**src/rtl/branch_resolve_unit.sv**
```systemverilog
// branch_resolve_unit
// Execute-stage branch resolution and fetch-PC generation.
// - Drives the compare mode (brun) into branch_comp and consumes breq/brlt.
// - Owns the fetch PC and redirects it on taken branches, JAL and JALR.
// - Holds flush high for FLUSH_CYCLES unstalled cycles after every redirect.
// - Keeps saturating statistics counters for conditional branches.
module branch_resolve_unit #(
  parameter int unsigned          PC_WIDTH     = 32,
  parameter logic [PC_WIDTH-1:0]  RESET_PC     = PC_WIDTH'(32'h0000_2000),
  parameter int unsigned          FLUSH_CYCLES = 2,
  parameter int unsigned          CNT_WIDTH    = 32
) (
  input  logic                 clk,
  input  logic                 rst,
  input  logic                 ex_valid,
  input  logic                 ex_is_branch,
  input  logic                 ex_is_jal,
  input  logic                 ex_is_jalr,
  input  logic [2:0]           ex_funct3,
  input  logic [PC_WIDTH-1:0]  ex_target,
  input  logic                 breq,
  input  logic                 brlt,
  input  logic                 stall,
  output logic                 brun,
  output logic [PC_WIDTH-1:0]  pc,
  output logic                 pc_redirect,
  output logic                 flush,
  output logic                 misaligned,
  output logic [CNT_WIDTH-1:0] branch_count,
  output logic [CNT_WIDTH-1:0] taken_count
);

  typedef enum logic [0:0] {
    ST_RUN   = 1'b0,
    ST_FLUSH = 1'b1
  } state_t;

  localparam logic [PC_WIDTH-1:0]  PC_INC     = PC_WIDTH'(32'd4);
  localparam logic [PC_WIDTH-1:0]  JALR_MASK  = {{(PC_WIDTH-1){1'b1}}, 1'b0};
  localparam logic [2:0]           FLUSH_LOAD = 3'(FLUSH_CYCLES);
  localparam logic [CNT_WIDTH-1:0] CNT_MAX    = {CNT_WIDTH{1'b1}};
  localparam logic [CNT_WIDTH-1:0] CNT_ONE    = CNT_WIDTH'(32'd1);

  state_t                state_r, state_next_s;
  logic [2:0]            fcnt_r, fcnt_next_s;
  logic [PC_WIDTH-1:0]   pc_r, pc_next_s;
  logic                  redirect_r, redirect_next_s;
  logic                  mis_r, mis_next_s;
  logic [CNT_WIDTH-1:0]  bcnt_r, bcnt_next_s;
  logic [CNT_WIDTH-1:0]  tcnt_r, tcnt_next_s;

  logic                  resolve_s;
  logic                  cond_taken_s;
  logic                  counted_s;
  logic                  taken_s;
  logic [PC_WIDTH-1:0]   target_raw_s;
  logic                  count_branch_s;
  logic                  count_taken_s;

  // funct3[1] selects the unsigned compare for BLTU/BGEU; idle when no branch
  assign brun = ex_is_branch & ex_funct3[1];

  assign pc           = pc_r;
  assign pc_redirect  = redirect_r;
  assign misaligned   = mis_r;
  assign flush        = (state_r == ST_FLUSH);
  assign branch_count = bcnt_r;
  assign taken_count  = tcnt_r;

  // Conditional-branch outcome from funct3 and the comparator flags
  always_comb begin
    cond_taken_s = 1'b0;
    counted_s    = 1'b1;
    case (ex_funct3)
      3'b000:  cond_taken_s = breq;
      3'b001:  cond_taken_s = ~breq;
      3'b100:  cond_taken_s = brlt;
      3'b110:  cond_taken_s = brlt;
      3'b101:  cond_taken_s = ~brlt;
      3'b111:  cond_taken_s = ~brlt;
      default: begin
        // 010/011 are not branch encodings: never taken, never counted
        cond_taken_s = 1'b0;
        counted_s    = 1'b0;
      end
    endcase
  end

  // Resolve decision with jal > jalr > branch priority and target selection
  always_comb begin
    resolve_s      = ex_valid & ~stall & (state_r == ST_RUN);
    taken_s        = 1'b0;
    target_raw_s   = ex_target;
    count_branch_s = 1'b0;
    count_taken_s  = 1'b0;
    if (ex_is_jal) begin
      taken_s      = 1'b1;
      target_raw_s = ex_target;
    end else if (ex_is_jalr) begin
      taken_s      = 1'b1;
      target_raw_s = ex_target & JALR_MASK;
    end else if (ex_is_branch) begin
      taken_s        = cond_taken_s;
      target_raw_s   = ex_target;
      count_branch_s = resolve_s & counted_s;
      count_taken_s  = resolve_s & counted_s & cond_taken_s;
    end else begin
      taken_s      = 1'b0;
      target_raw_s = ex_target;
    end
  end

  // Next state, fetch PC, flush counter and one-cycle redirect pulses
  always_comb begin
    state_next_s    = state_r;
    fcnt_next_s     = fcnt_r;
    pc_next_s       = pc_r;
    redirect_next_s = 1'b0;
    mis_next_s      = 1'b0;
    case (state_r)
      ST_RUN: begin
        if (resolve_s && taken_s) begin
          // Low two bits are forced clear; bit 1 set means a misaligned target
          pc_next_s       = {target_raw_s[PC_WIDTH-1:2], 2'b00};
          fcnt_next_s     = FLUSH_LOAD;
          state_next_s    = ST_FLUSH;
          redirect_next_s = 1'b1;
          mis_next_s      = target_raw_s[1];
        end else if (!stall) begin
          pc_next_s = pc_r + PC_INC;
        end else begin
          pc_next_s = pc_r;
        end
      end
      ST_FLUSH: begin
        // Execute inputs are wrong-path here and are deliberately ignored
        if (!stall) begin
          pc_next_s = pc_r + PC_INC;
          if (fcnt_r <= 3'd1) begin
            fcnt_next_s  = 3'd0;
            state_next_s = ST_RUN;
          end else begin
            fcnt_next_s = fcnt_r - 3'd1;
          end
        end else begin
          pc_next_s = pc_r;
        end
      end
      default: begin
        state_next_s = ST_RUN;
        fcnt_next_s  = 3'd0;
      end
    endcase
  end

  // Saturating statistics: stick at all-ones instead of wrapping
  always_comb begin
    bcnt_next_s = bcnt_r;
    tcnt_next_s = tcnt_r;
    if (count_branch_s && (bcnt_r != CNT_MAX)) begin
      bcnt_next_s = bcnt_r + CNT_ONE;
    end else begin
      bcnt_next_s = bcnt_r;
    end
    if (count_taken_s && (tcnt_r != CNT_MAX)) begin
      tcnt_next_s = tcnt_r + CNT_ONE;
    end else begin
      tcnt_next_s = tcnt_r;
    end
  end

  // State, PC and pulse registers; reset aborts any flush in progress
  always_ff @(posedge clk or posedge rst) begin
    if (rst) begin
      state_r    <= ST_RUN;
      fcnt_r     <= 3'd0;
      pc_r       <= RESET_PC;
      redirect_r <= 1'b0;
      mis_r      <= 1'b0;
    end else begin
      state_r    <= state_next_s;
      fcnt_r     <= fcnt_next_s;
      pc_r       <= pc_next_s;
      redirect_r <= redirect_next_s;
      mis_r      <= mis_next_s;
    end
  end

  // Statistics counter registers
  always_ff @(posedge clk or posedge rst) begin
    if (rst) begin
      bcnt_r <= {CNT_WIDTH{1'b0}};
      tcnt_r <= {CNT_WIDTH{1'b0}};
    end else begin
      bcnt_r <= bcnt_next_s;
      tcnt_r <= tcnt_next_s;
    end
  end

endmodule
```
**config.mk**
```make
export PLATFORM = sky130hd
export DESIGN_NAME = branch_resolve_unit
export DESIGN_NICKNAME = d
export VERILOG_FILES = /design/src/rtl/branch_resolve_unit.sv
export SDC_FILE = /design/constraint.sdc
export NUM_CORES = 1
export LEC_CHECK = 0
export ABC_AREA = 1
export ABC_CLOCK_PERIOD_IN_PS = 3300
export BUFFER_PORTS_ARGS = -buffer_cell sky130_fd_sc_hd__buf_2
export CELL_PAD_IN_SITES_DETAIL_PLACEMENT = 0
export CELL_PAD_IN_SITES_GLOBAL_PLACEMENT = 1
export CORE_AREA = 4 4 151 124
export DETAILED_ROUTE_END_ITERATION = 16
export DIE_AREA = 0 0 155 128
export PLACE_DENSITY = 0.88
export SLEW_MARGIN = 20
export SYNTH_ARGS = -nofsm -noshare
export SYNTH_HDL_FRONTEND = slang
export SYNTH_SLANG_ARGS = --single-unit
```
**constraint.sdc**
```tcl
create_clock -name clk -period 3.3 [get_ports clk]
set_input_delay 0.165 -clock clk [delete_from_list [all_inputs] [get_ports clk]]
set_output_delay 0.165 -clock clk [all_outputs]
set_load 0.01 [all_outputs]
```
==> results.md, run 1 <==
- Run status: complete, no violations
- Seq/Total Area, Yosys: 0.380
- Most frequent cells in the layout: nand2_1, buf_2, nor2_1, dfrtp_1, inv_1
- Clock network power share: 0.236
- Avg WL per Cell: 13.8 um
- RSZ-0062 raised after global routing: false
- Synth Cell Area: 6590 um^2
- # port buffers: 140
- Endpoints failing hold: 0
- NumNets Final: around 1200
- Max incr delay on CP: 0.66 ns
- Clk_lat worst skew: 0.35 ns
- Num Clock Sinks: 100
- Actual slew at the worst max-slew pin: 0.819 ns
- Tot Pwr: 4.28 mW
- Post-CTS resize count: 0
- Synth area leaders: dfrtp_1, nand2_1, nor2_1
- Ant diodes: 0
- H-tree depth: 3
- CTS Buf Count: 9
- CTS tree: done
- First-pass GRT wire length: 30300 um
- Vias in the first global route: 5934
- Multi-input logic area: ~3600 um^2
- Yosys top cell area share: 0.376
- Number of flops mapped to enable cells by yosys: 0
- Fraction of layout instances using a drive strength above 1: 0.191
- Layout Cells excl Fill: 1338
- Vias: approximately 6500
- Worst-path cell chain: ha_1 -> inv_2 -> nor2_2 -> nand2_2 -> nor2_8 -> a21oi_4 -> buf_4 -> nand2_1 -> o21ai_1
- Wirelength, routed: 18500 um
- Die area: 19800 um^2
- Worst EP required: 3.57 ns
- Ports: roughly 140
- Hpwl dp: roughly 14000 um
- DRC violations left: 0
- Die W: 155 um
- Area of the core: 17200 um^2
- Post-Syn Instances: 971
- Cell Pwr Density: 553 nW/um^2
- Remaining global-route overflow: 0
- Root cell of the clock tree: clkbuf_16
- Max Cap Viol: 0
- Rel. slew slack: 0.453
- Setup Buffers After CTS: 0
- Initial DRT Pass Iterations: 5
- Critical path data arrival time: 2.48 ns
- Clock transition at path regs: roughly 0.07 ns
- Clock buffer depth: 2
- Antenna violations before repair: 0
- TNS Setup: 0 ns
- CP startpoint kind: flip-flop
- GP Congestion: 0.901
- WS Path Type: reg -> reg
- Largest net degree at the start of global routing: 50
- Max Clk Rate: 453 MHz
- Leak: 3.81 nW
- Seq cells post-synth: 100
- Fill cells: 1818
- Sequential share of power: 0.452
- Final slew viol count: 0
- Fin crit share: 0.669
- Vias per inst: between 4 and 5
- Row Count: 43
- Skew final: roughly 0.012 ns
- Post-synth ARST share: 1.00
- Initial DRC Count: 370
- Net Sw Frac: 0.393
- Main synth FF type: dfrtp_1
- Area leader, netlist: dfrtp_1
- Setup violations, final: 0
- P_int: ~2.6 mW
- DIE HEIGHT: 128 um
- Routed Antenna Nets: 0
- P_sw: 1.68 mW
- Final Critical Period: 2.21 ns
- CP endpoint kind: flip-flop
- Comb pwr share: 0.312
- Syn avg cell area: 6.79 um^2
- GRT Util Overall: 0.188
- Peak fanout along the critical path: 32
- Critical-path top delay cell: a21oi_4
- Sequential Area: 2500 um^2
- Syn. warnings: 0
- Commonest non-fill, non-tap cell in the layout: nand2_1
- Cell variety after synth: 36
- Placed Instances: roughly 1300
- Hold crit path type: in -> reg
- Starting Density: 0.384
- Area Overhead vs Synth: 17.6%
- Peak supply drop: 0.000268 V
kinds of logic after synthesis:
group | count (synthesis) | synth area share
buffers and inverters | 108 | 0.0748
DFF | 100 | 0.380
adders and majority gates | 5 | 0.00949
and+or+nand+nor | 666 | 0.439
xor gates and xnor gates | 37 | 0.0492
other | 1 | 0.000569
AOI/OAI and AO/OA | 54 | 0.0469
critical path, delay by kind of cell (launching register included):
kind	cells	cell delay, ns
flip-flops	1	0.42
AO/OA/AOI/OAI	2	0.73
adder cells (fa/ha/maj)	1	0.28
AND/OR/NAND/NOR	4	0.33
buffers and inverters	2	0.36
layout make-up:
cell class	count	share of cell area
clock buffers	10	0.0308
multi-input cells	764	0.464
clock inverters	5	0.00501
flip-flops and latches	100	0.323
inverters	88	0.0438
repair buffers	146	0.0966
well taps	225	0.0363
metrics by stage:
step	util	hold slack (ns)	setup WS, ns	instance area, um^2
after floorplan	-	0.271	0.518	6600
after global placement	0.435	0.310	1.12	7460
after detailed placement	0.435	0.309	1.10	7460
after CTS	0.451	0.00490	1.07	7750
after global routing	0.451	0.0150	0.905	7750
final	0.451	0.0231	1.09	7750
power groups by stage:
stage                     clock (mW)  combinational [mW]  sequential (mW)
after floorplan                    0               0.724             2.00
after global placement             0                1.32             1.95
after detailed placement           0                1.34             1.96
after CTS                       1.06                1.35             1.93
after global routing            1.09                1.52             2.00
final                           1.01                1.34             1.94
state kept, by name, summed over array words and instances, names as in the netlist:
| signal | count |
|---|---|
| pc | 30 |
| branch_count | 32 |
| flush | 1 |
| taken_count | 32 |
| misaligned | 1 |
| pc_redirect | 1 |
| fcnt_r | 3 |
worst paths after layout:
| check | from | to | slack [ns] | cells past startpoint |
|---|---|---|---|---|
| max in group asynchronous | rst | branch_count[16] | 1.96 | 4 |
| max | branch_count[0] | branch_count[26] | 1.09 | 9 |
| max reg2reg | branch_count[0] | branch_count[26] | 1.09 | 9 |
| min | ex_target[10] | pc[10] | 0.02 | 3 |
| min in group asynchronous | rst | branch_count[11] | 0.48 | 3 |
| min reg2reg | fcnt_r[1] | fcnt_r[1] | 0.52 | 2 |
cell usage after synthesis (3+ instances only):
cell type,n
nand4_1,22
inv_2,7
o21ai_0,21
nor2_4,4
xor2_1,19
nor2_2,4
o21ai_1,20
o21ai_2,5
buf_2,8
buf_6,7
nand2_4,4
buf_4,5
dfrtp_1,99
nand3b_1,14
nor2_1,99
nand3_1,67
or2_2,3
a21oi_1,4
nand2_2,12
nor3_1,25
nand2_1,404
xnor2_1,18
ha_1,5
inv_1,78
nor3_2,3
layer usage:
metal / global-route usage / part of all wire / wire (um)
met1: 0.271 / 0.48 / 8950
met2: 0.291 / 0.44 / 8160
met3: 0.0324 / 0.056 / 1030
met4: 0.0556 / 0.018 / 339
met5: 0 / 0 / 0
repair_timing:
| action | in CTS | in global routing |
|---|---|---|
| hold buffers | 1 | 0 |
| hold endpoints to repair | 46 | 0 |
| setup endpoints to repair | 0 | 0 |
Note: power is estimated with default switching activity, not from simulation.
==> run 2, diff against run 1 <==
Settings changed: ABC_CLOCK_PERIOD_IN_PS 3300 to 2100.
Clock period 3.3 ns to 2.1 ns, I/O delays scaled along.
==> run 2 against run 1 <==
Compared with the run above:
- core utilization rose by 2.6 points
- maximum frequency rose by 17%
- sequential share of layout area fell by 1.8 points
- via count rose by 1.8%
- register-to-register slack got worse by 0.88 ns
- worst setup slack got worse by 0.88 ns
- die area did not move
- sequential cell count did not move
- routed wire length rose by 3.9%
- critical path depth rose by 1
- critical path type unchanged
- largest cell class unchanged
- largest power group unchanged
==> results.md, run 2 (same netlist as run 1, synthesis figures left out) <==
- Run status: complete, no violations
- Vias in the first global route: ~6000
- RSZ-0062 raised after global routing: false
- First-pass GRT wire length: approximately 32000 um
- Row Count: between 40 and 50
- Most frequent cells in the layout: nand2_1, buf_2, nor2_1, dfrtp_1, inv_1
- Critical path data arrival time: 2.12 ns
- Path depth of the worst reg2reg path: 10
- Clock buffer depth: 2
- Number of stages on the worst setup path: 10
- CP startpoint kind: flip-flop
- Fraction of layout instances using a drive strength above 1: 0.194
- Rel. slew slack: 0.629
- Hpwl dp: 14300 um
- Area Overhead vs Synth: 24.3%
- Starting Density: 0.384
- Skew final: 0.0137 ns
- Vias per inst: 4.81
- Hold crit path type: in -> reg
- Actual slew at the worst max-slew pin: 0.557 ns
- Die W: 155 um
- Setup violations, final: 0
- Max incr delay on CP: around 0.4 ns
- HP Start: stall
- Metal3 WL: 1020 um
- Worst EP required: 2.34 ns
- Peak fanout along the critical path: 22
- Initial DRC Count: 328
- Placed cell areas: 7570 um^2
- Endpoints failing hold: 0
- Clock transition at path regs: about 0.07 ns
- Largest net degree at the start of global routing: between 100 and 150
- Final Critical Period: 1.88 ns
- Peak supply drop: 0.000409 V
- Wirelength, routed: roughly 19000 um
- Final slew viol count: 0
- NumNets Final: 1200
- Routed Antenna Nets: 0
- Avg WL per Cell: 13.9 um
- Crit path max-delay family: simple AND/OR/NAND/NOR gates
- Area of the core: 17200 um^2
- Antenna violations before repair: 0
- Setup crit start: branch_count[0]
- Tot Pwr: 6.95 mW
- Max Used Layer: met4
- Worst-path cell chain: ha_1 -> inv_2 -> nor2_2 -> nand2_2 -> nor2_8 -> nand2_4 -> nand2_4 -> nor2_1 -> nand2_1 -> nand2_1
- Remaining global-route overflow: 0
- Critical R2R Capture: branch_count[22]
- Critical-path top delay cell: dfrtp_1
- FF-to-FF setup slack: around 0.22 ns
- CP Buf/Inv Count: 1
- GP Congestion: about 0.91
- Fin crit share: 0.897
- Met2 wire len: 8310 um
- Ant diodes: 0
- Ports: between 100 and 150
- Fill cells: 1785
- Max Clk Rate: 531 MHz
- Vias: 6647
- Metal-1 WL: 9580 um
- H-tree depth: 3
- CP endpoint kind: flip-flop
- Initial DRT Pass Iterations: 5
- Cell Pwr Density: 848 nW/um^2
- DRC violations left: 0
- Root cell of the clock tree: clkbuf_16
- Post-route cell area: 8190 um^2
- Commonest non-fill, non-tap cell in the layout: nand2_1
- Max Cap Viol: 0
- Die area: about 20000 um^2
- Num Clock Sinks: 100
- DIE HEIGHT: 128 um
- WS Path Type: reg -> reg
- Leak: between 4 and 5 nW
- Worst R2R Start: branch_count[0]
- GRT Util Overall: 0.196
- TNS Setup: 0 ns
- # port buffers: 140
- Critical Path Sink: branch_count[22]
- CTS Buf Count: 9
- Clk_lat worst skew: 0.35 ns
- CTS tree: done
[run 2: cell types whose count changed in the layout (fill, tap and decap cells not counted)]
cell / delta
inv_6: +2
clkbuf_1: +1
clkinv_4: -1
buf_12: +2
buf_4: +9
inv_4: -1
clkbuf_8: -1
dlygate4sd3_1: +31
nor2_4: +1
nor2_2: -1
bufinv_16: +1
[run 2: metal layers]
layer / vias up / GRT usage
li1: 3422 / -
met1: 3036 / 0.287
met2: 165 / 0.297
met3: 24 / 0.0391
met4: 0 / 0.0493
met5: - / 0
[run 2: worst min-delay path by stage]
stage / slack [ns] / depth (start not counted) / to
floorplan: 0.21 / 2 / misaligned
global placement: 0.31 / 3 / branch_count[3]
detailed placement: 0.31 / 3 / branch_count[2]
CTS: 0.16 / 5 / pc[3]
global route: 0.21 / 5 / pc[3]
finish: 0.17 / 5 / pc[3]
[run 2: layout make-up]
cell class              count  area, um^2  share of cell area
multi-input cells         764        3600               0.440
flip-flops and latches    100        2500               0.306
repair buffers            188        1170               0.142
inverters                  88         340              0.0415
well taps                 225         282              0.0344
clock buffers              10         229              0.0279
clock inverters             6        70.1             0.00855
[run 2: worst reg2reg max path, stage by stage (launching register included)]
cell	delay, ns
dfrtp_1	0.41
ha_1	0.31
inv_2	0.08
nor2_2	0.15
nand2_2	0.13
nor2_8	0.20
nand2_4	0.07
nand2_4	0.23
nor2_1	0.08
nand2_1	0.06
nand2_1	0.05
[run 2: per-stage QoR]
step	hold slack [ns]	instances	setup WS (ns)	util
floorplan	0.211	972	0.407	-
global placement	0.309	1333	0.302	0.441
detailed placement	0.314	1333	0.254	0.441
CTS	0.159	1381	0.232	0.477
global route	0.212	1381	0.0240	0.477
finish	0.171	1381	0.216	0.477
[run 2: repair_timing]
item,4_1_cts,5_1_grt
endpoints found under the setup margin,0,1
hold buffers,32,0
buffers inserted,0,0
hold endpoints to repair,130,0
resized for setup,0,1
[run 2: power by group]
part,total (mW),internal [mW],switching (mW)
sequential,3.05,2.40,0.649
combinational,2.16,0.895,1.27
clock,1.73,0.938,0.795
